**config.mk**
```make
export PLATFORM = sky130hd
export DESIGN_NAME = inst_fetch_unit
export DESIGN_NICKNAME = d
export VERILOG_FILES = /design/src/rtl/inst_fetch_unit_pkg.sv /design/src/rtl/inst_fetch_unit_queue.sv /design/src/rtl/inst_fetch_unit.sv
export SDC_FILE = /design/constraint.sdc
export NUM_CORES = 1
export LEC_CHECK = 0
export ABC_AREA = 0
export CAP_MARGIN = 5
export CORE_MARGIN = 4
export CORE_UTILIZATION = 48
export CTS_BUF_LIST = sky130_fd_sc_hd__clkbuf_4 sky130_fd_sc_hd__clkbuf_8
export DETAILED_ROUTE_END_ITERATION = 10
export GPL_TIMING_DRIVEN = 0
export PLACE_DENSITY = 0.71
export SYNTH_ARGS = -nofsm -noshare
export SYNTH_HDL_FRONTEND = slang
export SYNTH_SLANG_ARGS = --single-unit
```
**constraint.sdc**
```tcl
create_clock -name clk -period 13.9 [get_ports clk]
set_input_delay 2.78 -clock clk [delete_from_list [all_inputs] [get_ports clk]]
set_output_delay 2.78 -clock clk [all_outputs]
set_load 0.02 [all_outputs]
```
**src/rtl/inst_fetch_unit_pkg.sv**
```systemverilog
// Shared types for the instruction fetch unit: bus/instruction types, FSM states, queue entry.
package inst_fetch_unit_pkg;
  typedef logic [63:0] dataBus_t;

  typedef union packed {
    logic [31:0] raw;
    struct packed {
      logic [24:0] rest;
      logic [6:0]  opcode;
    } f;
  } instruction_u;

  typedef enum logic [1:0] {FETCH_S, WAIT_S, FULL_S} fetch_state_e;

  localparam logic [31:0] NOP_INSTR = 32'h00000013;

  typedef struct packed {
    instruction_u instr;
    dataBus_t     pc;
  } fq_entry_t;
endpackage

```
**src/rtl/inst_fetch_unit_queue.sv**
```systemverilog
// fetch_queue: small synchronous FIFO of {instruction, pc}; head is a registered-storage read.
module fetch_queue
  import inst_fetch_unit_pkg::*;
#(
  parameter int DEPTH = 4,
  localparam int CW = $clog2(DEPTH) + 1,
  localparam int AW = $clog2(DEPTH)
) (
  input  logic          clk,
  input  logic          push,
  input  logic          pop,
  input  logic          flush,
  input  fq_entry_t     wr_data,
  output logic [CW-1:0] count,
  output fq_entry_t     head
);
  fq_entry_t     mem [DEPTH];
  logic [AW-1:0] rd_ptr, wr_ptr;

  always_ff @(posedge clk) begin
    if (flush) begin
      rd_ptr <= '0;
      wr_ptr <= '0;
      count  <= '0;
    end else begin
      if (push) wr_ptr <= wr_ptr + AW'(1);
      if (pop)  rd_ptr <= rd_ptr + AW'(1);
      count <= count + CW'(push) - CW'(pop);
    end
  end

  always_ff @(posedge clk) begin
    if (push && !flush) mem[wr_ptr] <= wr_data;
  end

  assign head = mem[rd_ptr];
endmodule

```
**src/rtl/inst_fetch_unit.sv**
```systemverilog
// Instruction fetch unit: PC, memory request FSM, redirect handling, fetch queue to decode.
// Optional FETCH_STALL_CNT_EN adds stall_cnt (cycles spent in WAIT_S/FULL_S).
module inst_fetch_unit
  import inst_fetch_unit_pkg::*;
#(
  parameter dataBus_t RESET_PC    = 64'h0,
  parameter int       QUEUE_DEPTH = 4,
  parameter int       ADDR_SHIFT  = 2
) (
  input  logic         clk,
`ifdef FETCH_STALL_CNT_EN
  output logic [31:0]  stall_cnt,
`endif
  input  logic         rst,
  input  logic         clk_en,
  input  logic         redirect_en,
  input  dataBus_t     redirect_pc,
  output logic         rd_en,
  output dataBus_t     addr,
  input  instruction_u instruction,
  input  logic         inst_ready,
  output instruction_u if_instr,
  output dataBus_t     if_pc,
  output logic         if_valid,
  input  logic         if_ready
);
  localparam int CW = $clog2(QUEUE_DEPTH) + 1;
  localparam logic [CW-1:0] FULL_CNT = CW'(QUEUE_DEPTH);

  fetch_state_e  state_q, state_d;
  dataBus_t      pc_q;
  logic [CW-1:0] count, count_nxt;
  fq_entry_t     head, wr_data;
  logic          active, push, pop, flush;

  // redirect and reset both override push/pop for the cycle
  assign active    = clk_en && !rst && !redirect_en;
  assign if_valid  = !rst && (count != '0);
  assign rd_en     = !rst && (state_q != FULL_S);
  assign addr      = pc_q >> ADDR_SHIFT;
  assign if_instr  = if_valid ? head.instr : instruction_u'(NOP_INSTR);
  assign if_pc     = if_valid ? head.pc : '0;
  assign push      = active && (state_q != FULL_S) && inst_ready && (count != FULL_CNT);
  assign pop       = active && if_valid && if_ready;
  assign flush     = clk_en && (rst || redirect_en);
  assign count_nxt = count + CW'(push) - CW'(pop);
  assign wr_data   = '{instr: instruction, pc: pc_q};

  fetch_queue #(.DEPTH(QUEUE_DEPTH)) u_queue (
    .clk     (clk),
    .push    (push),
    .pop     (pop),
    .flush   (flush),
    .wr_data (wr_data),
    .count   (count),
    .head    (head)
  );

  always_comb begin
    state_d = state_q;
    unique case (state_q)
      FETCH_S, WAIT_S: begin
        if (!inst_ready)                                    state_d = WAIT_S;
        else if (count_nxt == FULL_CNT || count == FULL_CNT) state_d = FULL_S;
        else                                                state_d = FETCH_S;
      end
      FULL_S:  if (pop) state_d = FETCH_S;
      default: state_d = FETCH_S;
    endcase
  end

  always_ff @(posedge clk) begin
    if (clk_en) begin
      if (rst) begin
        state_q <= FETCH_S;
        pc_q    <= RESET_PC;
      end else if (redirect_en) begin
        state_q <= FETCH_S;
        pc_q    <= redirect_pc & ~64'h3;
      end else begin
        state_q <= state_d;
        if (push) pc_q <= pc_q + 64'd4;
      end
    end
  end

`ifdef FETCH_STALL_CNT_EN
  always_ff @(posedge clk) begin
    if (clk_en) begin
      if (rst) stall_cnt <= '0;
      else if ((state_q == WAIT_S || state_q == FULL_S) && stall_cnt != '1)
        stall_cnt <= stall_cnt + 32'd1;
    end
  end
`endif
endmodule
```
==> flow_summary_export.csv <==
group,metric,value,unit
run_status,status,"completed",
power,pwr-share-clk,37.6,%
global_routing,grt.overflow.total,0,
placement,placedCellCount,1903,
detailed_routing,ant_nets,0,
timing,setup_violations,0,
clock_tree,root_buffer,"clkbuf_8",
power,irDropWorstVdd,0.07886,mV
placement,gp_congestion,0.8275,
layout,instances_no_fill,2039,
setup_path,cp_data_arrival_time,5.97,ns
detailed_routing,avgRoutedWirePerCell,23.53,µm
setup_path,crit_path_start_kind,"primary input",
floorplan,die_area,42690,µm²
floorplan,coreArea,38830,µm²
yosys,synth_area_leader_cell,"edfxtp_1",
yosys,yosysMostFrequentCell,"edfxtp_1",
setup_path,crit_chain,"clkdlybuf4s50_1 > clkbuf_1 > nor2_1 > clkbuf_1 > clkbuf_1 > and2_1 > clkdlybuf4s50_1",
yosys,yosys_warnings,0,
floorplan,num_io_pins,264,
setup_path,critical_path_required,11.12,ns
layout,regArea,13390,µm²
timing,fin_hold_ws,0.5578,ns
yosys,synthCells,1121,
yosys,async_reset_ff_share,0,%
setup_path,critical_path.endpoint,"if_pc[23]",
clock_tree,clk_latency,0.62,ns
global_routing,grt_util_all_layers,22.36,%
yosys,synth_top_area_share,69.79,%
floorplan,initial_core_util,48.76,%
clock_tree,cts-hold-fix-buffers,0,
timing,slew_viol_final,0,
setup_path,reg2reg_slack,10.40,ns
global_routing,grt_max_degree,63,
placement,dp_hpwl,31.52,mm
placement,port_buffers,257,
clock_tree,cts.clk_slew.worst_paths,0.06,ns
global_routing,grt_pass1_vias,11920,
clock_tree,cts_made_buffers,75,
power,p_seq_share,51.0,%
clock_tree,postCtsSetupRepairBufs,0,
setup_path,slowest_stage,"clkbuf_1",
yosys,syn_area,18930,µm²
layout,multi_input_area,5204,µm²
timing,fin_tns_setup,0,ns
timing,worst_slew_pin_slew,1.140,ns
setup_path,crit_path_max_incr_delay,0.81,ns
detailed_routing,drt_first_pass_iters,5,
worst_hold_path,hold_class,"reg -> reg",
timing,hold_viol_final,0,
detailed_routing,vias,11750,
detailed_routing,viasPerCell,5.761,
power,leakagePower,7.493,nW
setup_path,crit_start,"rst",
layout,area_growth,25.56,%
layout,fillerInstances,2907,
power,combPwrFrac,11.4,%
global_routing,antenna_found_initial,1,
global_routing,grt_pass1_wl,71.73,mm
worst_hold_path,hp-start,"u_queue.wr_ptr[1]",
layout,layout-drive-gt1-share,15.72,%
power,p_switching,0.7374,mW
timing,finClkSkew,0.03600,ns
clock_tree,cts_resized,0,
setup_path,critical_path_class,"in -> out",
setup_path,r2r_end,"pc_q[54]",
yosys,yosysUniqueCellTypes,52,
clock_tree,h-tree-depth,3,
clock_tree,cts_tree,"done",
setup_path,reg2reg_depth,6,
timing,slew_headroom,23.97,%
setup_path,worstReg2RegStart,"pc_q[2]",
power,switching_share,24.01,%
timing,rsz0062_at_grt,"no",
yosys,synth_area_leaders,"edfxtp_1 (70%), mux4_2 (11%), and2_1 (3.2%), nor2_1 (1.5%), a211oi_1 (1.1%)",
yosys,ys_seq_elements,449,
yosys,synth_edf_count,440,
layout,final_util,61.23,%
floorplan,rows,72,
floorplan,die_x,206.6,µm
detailed_routing,route.detailed.drc,0,
yosys,synth_ff_type,"edfxtp_1",
clock_tree,clock_path_buffers,3,
layout,nNetsFinal,1572,
detailed_routing,drt_iter0_markers,910,
floorplan,die-height,206.6,µm
yosys,syn_area_per_cell,16.89,µm²
clock_tree,cts_sinks,449,
yosys,ys_seq_area_share,70.74,%
setup_path,worstPathMaxFanout,10,
power,p_int,2.333,mW
setup_path,cp-end-kind,"output pin",
setup_path,crit_top_cell,"clkbuf_1",
timing,max_freq,114.3,MHz
timing,fin_crit_sh,62.92,%
yosys,yosys-top-cells-count,"edfxtp_1 (440), and2_1 (96), mux4_2 (94)",
timing,layout_min_cycle_time,8.745,ns
power,p_per_area,129.2,nW/µm²
detailed_routing,totalWireLength,47.98,mm
job,maxCapViolCount,0,
-- flip-flops by register name, indices dropped and copies added, names as in the netlist, named ones only --
| signal | flops |
|---|---|
| u_queue.mem | 376 |
| pc_q | 62 |
| state_q | 2 |
| u_queue.count | 3 |
| u_queue.wr_ptr | 2 |
| u_queue.rd_ptr | 2 |
-- cell type report --
cell class / instances / share of cell area (%)
Sequential cell: 449 / 56.34
Clock inverter: 25 / 0.6579
Inverter: 19 / 0.3000
Timing Repair Buffer: 261 / 11.28
Clock buffer: 110 / 5.579
Tap cell: 518 / 2.726
Antenna cell: 1 / 0.01053
Multi-Input combinational cell: 587 / 21.89
Buffer: 69 / 1.216
-- critical path: cells and delay by family --
family	cells	cell delay (ns)
buffers and inverters	5	2.67
and+or+nand+nor	2	0.49
-- cells in the final DEF, fill, tap and decap left out, types with 13 or more instances in the layout --
cell type,n
mux4_2,94
nor3_1,15
nand2_1,39
and2_1,92
edfxtp_1,440
or3_1,13
nor4_1,17
nand3_1,30
clkbuf_1,47
nor2_1,74
clkbuf_4,30
or4_1,14
clkinv_1,18
buf_1,16
nand4_1,18
clkdlybuf4s50_1,257
a311oi_1,14
inv_1,18
a211oi_1,29
xnor2_1,23
clkbuf_8,80
xor2_1,15
-- metrics by stage --
stage / setup WS [ns] / area, µm² / power [mW]
global placement: 5.000 / 22170 / 1.941
floorplan: 7.338 / 18940 / 1.755
detailed placement: 5.052 / 22290 / 1.946
global route: 4.933 / 23770 / 3.190
CTS: 5.038 / 23770 / 3.097
finish: 5.155 / 23770 / 3.071
-- worst min-delay path by stage --
stage,to,slack (ns),cells past startpoint
after CTS,u_queue.rd_ptr[1],0.56,2
after detailed placement,u_queue.rd_ptr[1],0.52,2
final,u_queue.wr_ptr[1],0.56,2
after global placement,u_queue.rd_ptr[1],0.51,2
after floorplan,flop,0.48,2
after global routing,flop,0.59,2
-- kinds of logic after synthesis --
logic type,after synthesis,synth area share (%)
AND/OR/NAND/NOR,356,10.36
other,1,0.01981
adder cells (fa/ha/maj),8,0.5683
multiplexers,98,11.39
buffers and inverters,88,1.903
XOR/XNOR,38,1.758
flip-flops,449,70.74
AO/OA/AOI/OAI,83,3.265
-- routing by layer --
layer | vias to the layer above | routed length, µm | part of all wire (%) | track usage (%)
met3 | 90 | 3677 | 7.7 | 4.671
met2 | 521 | 22810 | 48 | 34.84
met4 | 0 | 1450 | 3.0 | 8.389
li1 | 5140 | - | - | -
met1 | 5995 | 20040 | 42 | 31.54
met5 | - | 0 | 0 | 0
-- power by group through the flow --
stage               sequential, mW  combinational [mW]  clock [mW]
floorplan                     1.59               0.160           0
global placement              1.59               0.349           0
detailed placement            1.59               0.353           0
CTS                           1.57               0.355        1.18
global route                  1.57               0.375        1.24
finish                        1.57               0.350        1.15
No activity file was read; power rests on OpenSTA's default activity.
==> variant 1: new RTL, same flow settings <==
Build with the macro `FETCH_STALL_CNT_EN` defined.
--- a/src/rtl/inst_fetch_unit.sv
+++ b/src/rtl/inst_fetch_unit.sv
@@ -1,5 +1,7 @@
 // Instruction fetch unit: PC, memory request FSM, redirect handling, fetch queue to decode.
 // Optional FETCH_STALL_CNT_EN adds stall_cnt (cycles spent in WAIT_S/FULL_S).
+`define FETCH_STALL_CNT_EN
+
 module inst_fetch_unit
   import inst_fetch_unit_pkg::*;
 #(
Formal check against the unedited RTL (old outputs only; new: stall_cnt): no difference found for any inputs over 4 cycles, from zero or initial values and one cycle with rst high; that may be too few to reach the edited logic, so the function may still have changed.
==> variant 1 against the unedited design <==
- count of clock-buffer cells in the layout is 4 higher
- final cell count is 13% higher
- sequential cell count is 32 higher
- wire length is 14% higher
- cell area is 10% higher
- total power is 4.8% higher
- setup slack better by 560 ps
- hold slack worse by 11 ps
- area after synthesis is 9.8% higher
- largest cell class unchanged
==> variant 1: results (changes against the unedited design) <==
[run_status]
status=completed

[setup_path]
cp.arrival_ps=5400  ; -570 ps
cp_slowest_cell=clkbuf_1
crit_family=buffers and inverters
slowest_delay_ps=820
r2r_slack_ps=10430  ; +30 ps

[layout]
layout.nets=1782  ; +13%
stdcell_count=2306  ; +13%
reg.largest.list=u_queue.mem (376), pc_q (62), stall_cnt (32)
drive_above_1_share=0.147  ; -0.0103
antenna_cells=0  ; -1

[place]
dp_hpwl_um=36900  ; +17%
pre_cts_ws_ps=5670  ; +617 ps
gp_congestion=0.835  ; +0.89%
numPlacedInstances=2162  ; +14%
io_buffer_count=287  ; +12%

[power]
cellLeakagePower_nw=8.40  ; +12%
ir_drop_uv=63.6  ; -19%

[worst_hold_path]
hold_class=reg -> reg

[detailed_routing]
routedWlPerCell_um=23.7  ; +0.53%
dr.pass1.iters=7  ; +2
num_vias=13100  ; +12%
drt_iter0_markers=1215  ; +34%

[timing]
worst_pin_slew_ps=1080  ; -57.3 ps
whs_ps=546  ; -11.4 ps
fmax_mhz=122  ; +6.9%
skew_ps=20.1  ; -15.9 ps

[clock_network]
postCtsSetupRepairBufs=0  ; unchanged
cts_buffer_depth=3  ; unchanged
insertion_delay_ps=630
cts_made_buffers=80  ; +6.7%
h-tree-depth=3  ; unchanged
cts-resized-gates=0  ; unchanged

[yosys]
synthDistinctLibCells=60  ; +15%
async_reset_ff_frac=0  ; unchanged
synth-edff-count=472  ; +7.3%
yosys-top-cells-count=472 x edfxtp_1, 106 x nor2_1, 96 x and2_1
avgSynthCellArea_um2=16.1  ; -4.6%
ys_seq_area_frac=0.691  ; -0.0169
netlist_top_cells_area=edfxtp_1 68%, mux4_2 10%, and2_1 2.9%
yosysWarnings=0  ; unchanged

[grt]
antenna_found_initial=9  ; +8
grt_use_total=0.230  ; +0.00676
grt_pass1_wl_um=82000  ; +14%

variant 1: final timing paths:
kind | to | from | depth (start not counted)
min reg2reg | flip-flop | u_queue.rd_ptr[1] | 2
min | flip-flop | u_queue.rd_ptr[1] | 2
max reg2reg | pc_q[54] | pc_q[2] | 6
max | if_pc[46] | rst | 6
variant 1: per-stage QoR:
stage | cell area, um2 | utilization | power [mW]
2_1_floorplan | 20800 | - | 1.84
3_3_place_gp | 24400 | 0.575 | 2.01
3_5_place_dp | 24600 | 0.579 | 2.02
4_1_cts | 26100 | 0.616 | 3.25
5_1_grt | 26100 | 0.616 | 3.34
6_report | 26100 | 0.616 | 3.22
variant 1: tightest hold or removal path: stages, from the launching register on:
cell and delay [ps]:
dfxtp_1 310, xor2_1 140, nor2_1 70
variant 1: cells by family after synthesis:
family	after synthesis	share of synthesized area
flops	481	0.691
other cells	1	0.000180
mux	104	0.107
buf+inv	94	0.0194
xor+xnor	64	0.0270
fa+ha+maj	12	0.00758
compound gates	87	0.0301
simple gates	447	0.119
variant 1: layout make-up:
type / count / area, um2
repair buffers: 293 / 3020
well taps: 577 / 722
multi-input cells: 718 / 6060
inverters: 28 / 105
flip-flops and latches: 481 / 14400
clock buffers: 114 / 1400
plain buffers: 66 / 299
clock inverters: 29 / 179
fillers: 3236 / 16300
variant 1: power breakdown:
part	internal, mW	total, mW	switching (mW)	leakage [nW]
registers	1.64	1.69	0.0535	4.42
clock network	0.684	1.24	0.551	0.838
logic	0.137	0.295	0.159	3.14
total	2.46	3.22	0.763	8.40
variant 1: layer usage:
metal | GRT usage | part of all wire | vias up
li1 | - | - | 5843
met1 | 0.320 | 0.42 | 6637
met2 | 0.356 | 0.47 | 549
met3 | 0.0699 | 0.090 | 80
met4 | 0.0681 | 0.020 | 14
met5 | 0 | 0.0018 | -
==> variant 2: new RTL, same settings <==
Without the edit above. Encoding of `fetch_state_e`: now one-hot (3 bits for 3 states).
--- a/src/rtl/inst_fetch_unit_pkg.sv
+++ b/src/rtl/inst_fetch_unit_pkg.sv
@@ -10,7 +10,7 @@
     } f;
   } instruction_u;
 
-  typedef enum logic [1:0] {FETCH_S, WAIT_S, FULL_S} fetch_state_e;
+  typedef enum logic [2:0] {FETCH_S = 3'b001, WAIT_S = 3'b010, FULL_S = 3'b100} fetch_state_e;
 
   localparam logic [31:0] NOP_INSTR = 32'h00000013;
 
Function: no difference found for any inputs over 4 cycles, from zero or initial values and one cycle with rst high; so few cycles prove little.
==> variant 2 against the unedited design <==
- sequential cell count grew 1
- cell area rose by 0.46%
- fmax increased by 2.4%
- setup slack better by 210 ps
- final cell count barely moved
- total power rose by 2.9%
- area after synthesis is 0.97% higher
- count of clock-buffer cells in the layout decreased by 9
- synthesized cell count up 0.71%
- wire length increased by 0.94%
- highest routed layer is now met5
==> variant 2: results (changes against the unedited design) <==
[setup_path]
r2r_slack_ps=10340  ; -60 ps
crit_fanout=10  ; unchanged
cp.arrival_ps=5760  ; -210 ps
crit_start=rst
reg2reg_depth=6  ; unchanged
worstReg2RegEnd=pc_q[50]

[clock_network]
cts_made_buffers=74  ; -1.3%
cts_buffer_depth=3  ; unchanged
postCtsSetupRepairBufs=0  ; unchanged
insertion_delay_ps=610
clk_pin_slew_ps=50
cts-resized-gates=0  ; unchanged
h-tree-depth=3  ; unchanged

[yosys]
yosys-top-cells-count=441 x edfxtp_1, 98 x and2_1, 94 x mux4_2
synthDistinctLibCells=63  ; +21%
async_reset_ff_frac=0  ; unchanged
synth_compound_area_frac=0.0336  ; +0.000995
synth_mux_area_frac=0.115  ; +0.00152
ys_seq_area_frac=0.702  ; -0.00523
synth_top_area_share=0.693  ; -0.00514
synth_xor_area_frac=0.0160  ; -0.00154
netlist_top_cells_area=edfxtp_1 69%, mux4_2 11%, and2_1 3.2%
synth-edff-count=441  ; +0.23%
yosys.area_share.adder=0.00563  ; -0.0000547

[layout]
areaGrowthSynthToFinish_pct=24.9
n_fill_cell=2922  ; +0.52%
layout.nets=1583  ; +0.70%
drive_above_1_share=0.158  ; +0.00111
reg.largest.list=u_queue.mem (376), pc_q (62)

[grt]
grt_use_total=0.222  ; -0.00183
grt_pass1_vias=11900  ; +0.14%
antenna_found_initial=4  ; +3
grt_pass1_wl_um=73400  ; +2.4%

[worst_hold_path]
min_path_cells=2  ; unchanged
min_from=u_queue.rd_ptr[0]
hold_class=reg -> reg
min_to=u_queue.rd_ptr[0]

[detailed_routing]
drt_iter0_markers=1038  ; +14%
dr.pass1.iters=6  ; +1
routedWlPerCell_um=23.7  ; +0.84%
via_per_inst=5.78  ; +0.25%

[place]
dp_hpwl_um=32600  ; +3.4%
pre_cts_ws_ps=5330  ; +278 ps
placedInstanceArea_um2=22500  ; +1.1%
gp_congestion=0.876  ; +5.8%
io_buffer_count=257  ; unchanged

[power]
cellLeakagePower_nw=7.54  ; +0.67%
ir_drop_uv=73.8  ; -6.4%

[timing]
worst_pin_slew_ps=1130  ; -15.0 ps
skew_ps=20.3  ; -15.7 ps

[run_status]
status=completed

## variant 2: through the flow
step	hold WS (ps)	cells
after detailed placement	515	1915
after floorplan	485	1132
after CTS	542	2040
final	545	2041
after global placement	518	1907
after global routing	605	2040
## variant 2: cell families after synthesis
kind of cell | after synthesis
DFF | 450
other | 1
muxes | 103
adders and majority gates | 8
xor gates and xnor gates | 35
AOI/OAI and AO/OA | 85
buffers and inverters | 81
and+or+nand+nor | 366
## variant 2: power breakdown
part           internal [mW]  switching (mW)
Combinational          0.230           0.263
Clock                  0.574           0.502
Sequential              1.54          0.0527
Total                   2.34           0.818
## variant 2: worst max path at each step
stage,to,slack [ps]
6_report,if_pc[27],5360
5_1_grt,if_pc[22],5200
4_1_cts,if_pc[22],5310
3_5_place_dp,if_pc[33],5330
3_3_place_gp,u_queue.mem[0][24],4750
2_1_floorplan,u_queue.mem[0][10],7450
## variant 2: area by class of cell
cell class,instances,area share
clock buffer,101,0.0519
multi-input combinational,601,0.225
buffer,63,0.0111
timing repair buffer,265,0.115
clock inverter,24,0.00461
antenna,1,0.000105
sequential,450,0.562
tap,518,0.0271
inverter,18,0.00283
## variant 2: routing by layer
| layer | share of wire | global-route usage | vias up |
|---|---|---|---|
| met1 | 0.41 | 0.309 | 5948 |
| met4 | 0.022 | 0.0666 | 6 |
| met3 | 0.090 | 0.0591 | 87 |
| met2 | 0.48 | 0.348 | 551 |
| met5 | 0.00085 | 0 | - |
| li1 | - | - | 5195 |
## variant 2: worst max-delay path: stages
cell	delay (ps)
clkdlybuf4s50_1	540
nor2_1	360
clkbuf_1	640
clkbuf_1	520
and2_1	260
clkdlybuf4s50_1	620
